[config.mk]
export PLATFORM = sky130hd
export DESIGN_NAME = axi_llc_flush_ctrl
export DESIGN_NICKNAME = d
export VERILOG_FILES = /design/src/rtl/axi_llc_flush_ctrl.sv
export SDC_FILE = /design/constraint.sdc
export NUM_CORES = 1
export LEC_CHECK = 0
export CELL_PAD_IN_SITES_DETAIL_PLACEMENT = 0
export CELL_PAD_IN_SITES_GLOBAL_PLACEMENT = 2
export CORE_MARGIN = 2
export CORE_UTILIZATION = 21
export DETAILED_ROUTE_END_ITERATION = 8
export GPL_TIMING_DRIVEN = 1
export PLACE_DENSITY_LB_ADDON = 0.08
export SLEW_MARGIN = 5
export SYNTH_ARGS = -nofsm -noshare
export SYNTH_HDL_FRONTEND = slang
export SYNTH_SLANG_ARGS = --single-unit
[constraint.sdc]
create_clock -name clk_i -period 2.61 [get_ports clk_i]
set_clock_uncertainty 0.1 [all_clocks]
set_input_delay 0.522 -clock clk_i [delete_from_list [all_inputs] [get_ports clk_i]]
set_output_delay 0.522 -clock clk_i [all_outputs]
set_load 0.005 [all_outputs]
[src/rtl/axi_llc_flush_ctrl.sv]
`default_nettype none
// ============================================================================
// Module      : axi_llc_flush_ctrl
// Description : RegBus initiator that flushes a selected set of LLC ways.
//               It writes the flush mask, commits it, then polls the flush
//               register until the selected ways read clear, a bus error
//               occurs, or the poll budget runs out.
// Revision    : 1.0 - initial release
// ============================================================================
module axi_llc_flush_ctrl #(
    parameter int unsigned SetAssociativity = 8,
    parameter logic [31:0] CfgBaseAddr      = 32'h0,
    parameter logic [31:0] FlushOffset      = 32'h08,
    parameter logic [31:0] CommitOffset     = 32'h10,
    parameter int unsigned PollInterval     = 16,
    parameter int unsigned MaxPolls         = 1024
) (
    input  logic                        clk_i,
    input  logic                        rst_ni,
    input  logic                        flush_valid_i,
    output logic                        flush_ready_o,
    input  logic [SetAssociativity-1:0] flush_ways_i,
    output logic                        busy_o,
    output logic                        done_o,
    output logic                        error_o,
    output logic                        timeout_o,
    output logic [31:0]                 conf_req_addr_o,
    output logic                        conf_req_w_o,
    output logic [31:0]                 conf_req_wdata_o,
    output logic [3:0]                  conf_req_wstrb_o,
    output logic                        conf_req_valid_o,
    input  logic [31:0]                 conf_resp_rdata_i,
    input  logic                        conf_resp_error_i,
    input  logic                        conf_resp_ready_i
);

    localparam int unsigned c_POLL_W = $clog2(MaxPolls + 1);
    localparam int unsigned c_WAIT_W = $clog2(PollInterval + 1);

    // Register addresses; 32-bit arithmetic wraps naturally.
    localparam logic [31:0] c_FLUSH_ADDR  = CfgBaseAddr + FlushOffset;
    localparam logic [31:0] c_COMMIT_ADDR = CfgBaseAddr + CommitOffset;

    localparam logic [c_POLL_W-1:0] c_MAX_POLLS = c_POLL_W'(MaxPolls);
    localparam logic [c_POLL_W-1:0] c_POLL_ONE  = c_POLL_W'(1);
    localparam logic [c_WAIT_W-1:0] c_WAIT_LAST = c_WAIT_W'(PollInterval - 1);
    localparam logic [c_WAIT_W-1:0] c_WAIT_ONE  = c_WAIT_W'(1);

    localparam logic [2:0] c_IDLE      = 3'd0;
    localparam logic [2:0] c_WR_MASK   = 3'd1;
    localparam logic [2:0] c_WR_COMMIT = 3'd2;
    localparam logic [2:0] c_WAIT      = 3'd3;
    localparam logic [2:0] c_RD_POLL   = 3'd4;
    localparam logic [2:0] c_FINISH    = 3'd5;

    logic [2:0]                  r_state;
    logic [SetAssociativity-1:0] r_mask;
    logic [c_POLL_W-1:0]         r_poll_cnt;
    logic [c_WAIT_W-1:0]         r_wait_cnt;
    logic                        r_err;
    logic                        r_timeout;

    logic [31:0]         w_mask_32;
    logic [c_POLL_W-1:0] w_poll_next;
    logic                w_poll_clear;

    assign w_mask_32    = 32'(r_mask);
    assign w_poll_next  = r_poll_cnt + c_POLL_ONE;
    // Bits outside the selected ways are ignored when judging completion.
    assign w_poll_clear = ((conf_resp_rdata_i & w_mask_32) == 32'h0);

    // Sequence control: access completion is only acted on in a ready cycle.
    always_ff @(posedge clk_i or negedge rst_ni) begin
        if (!rst_ni) begin
            r_state    <= c_IDLE;
            r_mask     <= '0;
            r_poll_cnt <= '0;
            r_wait_cnt <= '0;
            r_err      <= 1'b0;
            r_timeout  <= 1'b0;
        end else begin
            case (r_state)
                c_IDLE: begin
                    if (flush_valid_i) begin
                        r_mask     <= flush_ways_i;
                        r_poll_cnt <= '0;
                        r_wait_cnt <= '0;
                        r_err      <= 1'b0;
                        r_timeout  <= 1'b0;
                        // An empty mask needs no bus traffic at all.
                        r_state    <= (flush_ways_i != '0) ? c_WR_MASK : c_FINISH;
                    end
                end
                c_WR_MASK: begin
                    if (conf_resp_ready_i) begin
                        if (conf_resp_error_i) begin
                            r_err   <= 1'b1;
                            r_state <= c_FINISH;
                        end else begin
                            r_state <= c_WR_COMMIT;
                        end
                    end
                end
                c_WR_COMMIT: begin
                    if (conf_resp_ready_i) begin
                        if (conf_resp_error_i) begin
                            r_err   <= 1'b1;
                            r_state <= c_FINISH;
                        end else begin
                            r_wait_cnt <= '0;
                            r_state    <= c_WAIT;
                        end
                    end
                end
                c_WAIT: begin
                    if (r_wait_cnt == c_WAIT_LAST) begin
                        r_state <= c_RD_POLL;
                    end else begin
                        r_wait_cnt <= r_wait_cnt + c_WAIT_ONE;
                    end
                end
                c_RD_POLL: begin
                    if (conf_resp_ready_i) begin
                        r_poll_cnt <= w_poll_next;
                        if (conf_resp_error_i) begin
                            r_err   <= 1'b1;
                            r_state <= c_FINISH;
                        end else if (w_poll_clear) begin
                            r_state <= c_FINISH;
                        end else if (w_poll_next == c_MAX_POLLS) begin
                            r_err     <= 1'b1;
                            r_timeout <= 1'b1;
                            r_state   <= c_FINISH;
                        end else begin
                            r_wait_cnt <= '0;
                            r_state    <= c_WAIT;
                        end
                    end
                end
                c_FINISH: begin
                    r_state <= c_IDLE;
                end
                default: begin
                    r_state <= c_IDLE;
                end
            endcase
        end
    end

    // Outputs decode straight from state so reset clears them asynchronously.
    always_comb begin
        flush_ready_o    = (r_state == c_IDLE);
        busy_o           = (r_state != c_IDLE);
        done_o           = (r_state == c_FINISH);
        error_o          = (r_state == c_FINISH) && r_err;
        timeout_o        = (r_state == c_FINISH) && r_timeout;
        conf_req_valid_o = 1'b0;
        conf_req_addr_o  = 32'h0;
        conf_req_w_o     = 1'b0;
        conf_req_wdata_o = 32'h0;
        conf_req_wstrb_o = 4'h0;
        case (r_state)
            c_WR_MASK: begin
                conf_req_valid_o = 1'b1;
                conf_req_addr_o  = c_FLUSH_ADDR;
                conf_req_w_o     = 1'b1;
                conf_req_wdata_o = w_mask_32;
                conf_req_wstrb_o = 4'hF;
            end
            c_WR_COMMIT: begin
                conf_req_valid_o = 1'b1;
                conf_req_addr_o  = c_COMMIT_ADDR;
                conf_req_w_o     = 1'b1;
                conf_req_wdata_o = 32'h1;
                conf_req_wstrb_o = 4'hF;
            end
            c_RD_POLL: begin
                conf_req_valid_o = 1'b1;
                conf_req_addr_o  = c_FLUSH_ADDR;
            end
            default: begin
                conf_req_valid_o = 1'b0;
            end
        endcase
    end

endmodule
`default_nettype wire

==> results.sh, run 1 <==
export IMPL_worstPathMaxFanout=13
export IMPL_antenna_cells=0
export IMPL_setup_viol=0
export IMPL_slew_violations=0
export IMPL_rr_endpoint="r_state[1]$_DFFE_PN0P_"
export IMPL_nets=358
export IMPL_worstHoldStart="r_timeout$_DFFE_PN0P_"
export IMPL_die_w_um=108
export IMPL_grt_max_degree=30
export IMPL_grt_pass1_vias=1818
export IMPL_ys_types=51
export IMPL_insertion_delay_ps=280
export IMPL_grtUsageTotal=0.103
export IMPL_routed_via_density=4.15
export IMPL_area_growth_syn_to_layout_pct=20.8
export IMPL_grt_setup_unrepaired="false"
export IMPL_core_rowCount=37
export IMPL_fin_setup_tns_ps=0
export IMPL_antenna_found_initial=0
export IMPL_ant_nets=0
export IMPL_syn_inst=265
export IMPL_num_vias=1853
export IMPL_core_area_mm2=0.0104
export IMPL_arrival_ps=1870
export IMPL_fin_crit_sh=0.957
export IMPL_synth_edff_count=0
export IMPL_clock_sinks=29
export IMPL_die_area_mm2=0.0116
export IMPL_hold_path_class="reg2reg"
export IMPL_firstDrtPassIters=4
export IMPL_drive_gt1_frac=0.119
export IMPL_synth_seq_cells=29
export IMPL_rr_startpoint="r_poll_cnt[3]$_DFFE_PN0P_"
export IMPL_postSynthAreaPerCell_um2=8.56
export IMPL_ys_async_sr_fraction=1.00
export IMPL_ys_top_cells_by_area="dfrtp_1 (32%), buf_4 (19%), o21ai_0 (4.6%)"
export IMPL_dp_hpwl_mm=4.63
export IMPL_min_period_ps=2500
export IMPL_p_comb_frac=0.524
export IMPL_drt_initial_drc_count=28
export IMPL_p_leak_nw=1.22
export IMPL_wirelength_mm=5.89
export IMPL_p_int_mw=1.48
export IMPL_grt_pass1_wl_mm=9.32
export IMPL_synth_flop_cell="dfrtp_1"
export IMPL_max_freq_mhz=401
export IMPL_initial_utilization=0.218
export IMPL_cp_start_kind="register"
export IMPL_dieHeight_um=108
export IMPL_slew_headroom=0.442
export IMPL_avgRoutedWirePerCell_um=13.2
export IMPL_fin_util=0.263
export IMPL_overflow=0
export IMPL_cts_tree="done"
export IMPL_numCtsBuffers=5
export IMPL_drv_cap=0
export IMPL_drc=0
export IMPL_worst_pin_slew_ps=837
export IMPL_r2r_slack_ps=380
export IMPL_cp_required_ps=1990
export IMPL_postCtsSetupBuffers=0
export IMPL_synth_top_cell_area_share=0.320
export IMPL_seqPwrFrac=0.296
export IMPL_critPathKind="reg2out"
export IMPL_clk_path_buf_depth=2
export IMPL_synth_top_cell_by_area="dfrtp_1"
export IMPL_clockRootBuffer="clkbuf_8"
export IMPL_ys_warn_count=0
export IMPL_crit_path_end_kind="output port"
export IMPL_switching_power_uw=840
export IMPL_clk_pin_slew_ps=70
export IMPL_min_to="r_timeout$_DFFE_PN0P_"
export IMPL_syn_area_mm2=0.00227
export IMPL_hold_viol=0
export IMPL_pwr_share_clk=0.180
export IMPL_sw_frac_of_total=0.362
export IMPL_io_pins=120
export IMPL_power_mw=2.32
export IMPL_fin_hold_ws_ps=398
export IMPL_postCtsHoldBufs=0
export IMPL_status="finished clean"
export IMPL_cts_htree_levels=2
export IMPL_r2r_cells=5
export IMPL_ir_drop_mv=0.255
export IMPL_place_port_buffers=41
export IMPL_gp_congestion=0.707
export IMPL_hold_depth=2
export IMPL_power_density_mw_per_mm2=846
export IMPL_seq_area_frac_synth=0.320
flip-flops by register name (all words and copies together) (netlist names):
register / count
r_wait_cnt: 5
r_timeout: 1
r_err: 1
r_mask: 8
r_poll_cnt: 11
r_state: 3
layout make-up:
cell class                      count  area (um^2)
Clock buffer                        7         96.3
Clock inverter                      1         5.00
Fill cell                        1178         7680
Inverter                            6         22.5
Multi-Input combinational cell    213         1200
Sequential cell                    29          727
Tap cell                          136          170
Timing Repair Buffer               55          515
power by group through the flow:
stage / sequential (mW) / combinational [mW] / clock, mW
floorplan: 0.640 / 0.761 / 0
global placement: 0.696 / 1.25 / 0
detailed placement: 0.692 / 1.24 / 0
CTS: 0.684 / 1.24 / 0.440
global route: 0.708 / 1.36 / 0.457
finish: 0.686 / 1.22 / 0.418
worst max-delay path by stage:
stage | from | end | slack (ps)
6_report | r_state[0]$_DFFE_PN0P_ | flush_ready_o | 110
5_1_grt | r_state[0]$_DFFE_PN0P_ | conf_req_wstrb_o[2] | 20
4_1_cts | r_state[1]$_DFFE_PN0P_ | conf_req_wstrb_o[2] | 20
3_5_place_dp | conf_resp_ready_i | r_poll_cnt[5]$_DFFE_PN0P_ | 110
3_3_place_gp | conf_resp_ready_i | r_poll_cnt[5]$_DFFE_PN0P_ | 90
2_1_floorplan | r_poll_cnt[3]$_DFFE_PN0P_ | r_state[1]$_DFFE_PN0P_ | 570
metrics by stage:
stage               cell area, um^2  instances  worst slack, ps
global route                   2740        447             22.6
global placement               2630        439             90.2
finish                         2740        447              113
floorplan                      2470        318              571
detailed placement             2630        439              107
CTS                            2730        447             22.6
per-layer routing:
metal,wire length [um],global-route usage
met5,0,0
met4,49,0.0256
met2,3070,0.186
met3,196,0.0217
met1,2570,0.124
what timing repair did:
item	in CTS	in global routing
endpoints found under the hold margin	0	0
resized for setup	0	3
setup endpoints to repair	0	14
cell families (layout without fill, tap and decap cells):
logic type | after synthesis | in the layout | synth area share
simple gates | 85 | 85 | 0.199
buf+inv | 76 | 69 | 0.240
compound gates | 59 | 59 | 0.165
flops | 29 | 29 | 0.320
mux | 10 | 10 | 0.0485
fa+ha+maj | 4 | 4 | 0.0210
other cells | 1 | 54 | 0.00165
xor+xnor | 1 | 1 | 0.00386
worst max-delay path: stages, from the launching register on:
cell and delay [ps]:
dfrtp_1 410, buf_4 190, or3_1 380, inv_1 110, clkdlybuf4s50_1 510
cell usage after synthesis (3+ instances only):
cell type,count
and3_1,3
buf_4,58
o21ai_0,21
a31oi_1,3
clkbuf_1,6
nand2_1,21
o31ai_1,3
nand3_1,5
inv_1,6
ha_1,3
nor3_1,4
and2_1,11
clkbuf_8,4
a21oi_1,10
nand4_1,7
a22oi_1,5
nor2_1,14
mux2_2,8
dfrtp_1,29
layout by cell type (no fill, tap or decap), types with 3 or more instances in the layout:
cell	n
a31oi_1	3
nand2_1	21
nor2_1	13
nor3_1	4
a21oi_1	10
inv_1	6
buf_4	14
o21ai_0	21
nand4_1	7
and2_1	11
and3_1	3
conb_1	54
nand3_1	5
mux2_2	8
o31ai_1	3
a22oi_1	5
clkdlybuf4s50_1	41
ha_1	3
dfrtp_1	28
clkbuf_8	7
(Power assumes the default switching activity.)
==> run 2, diff against run 1 <==
--- a/config.mk
+++ b/config.mk
@@ -10,6 +10,7 @@
 export CORE_MARGIN = 2
 export CORE_UTILIZATION = 21
 export DETAILED_ROUTE_END_ITERATION = 8
+export GPL_ROUTABILITY_DRIVEN = 1
 export GPL_TIMING_DRIVEN = 1
 export PLACE_DENSITY_LB_ADDON = 0.08
 export SLEW_MARGIN = 5
==> results of run 2 <==
Final layout, timing and power as in run 1 (identical DEF).
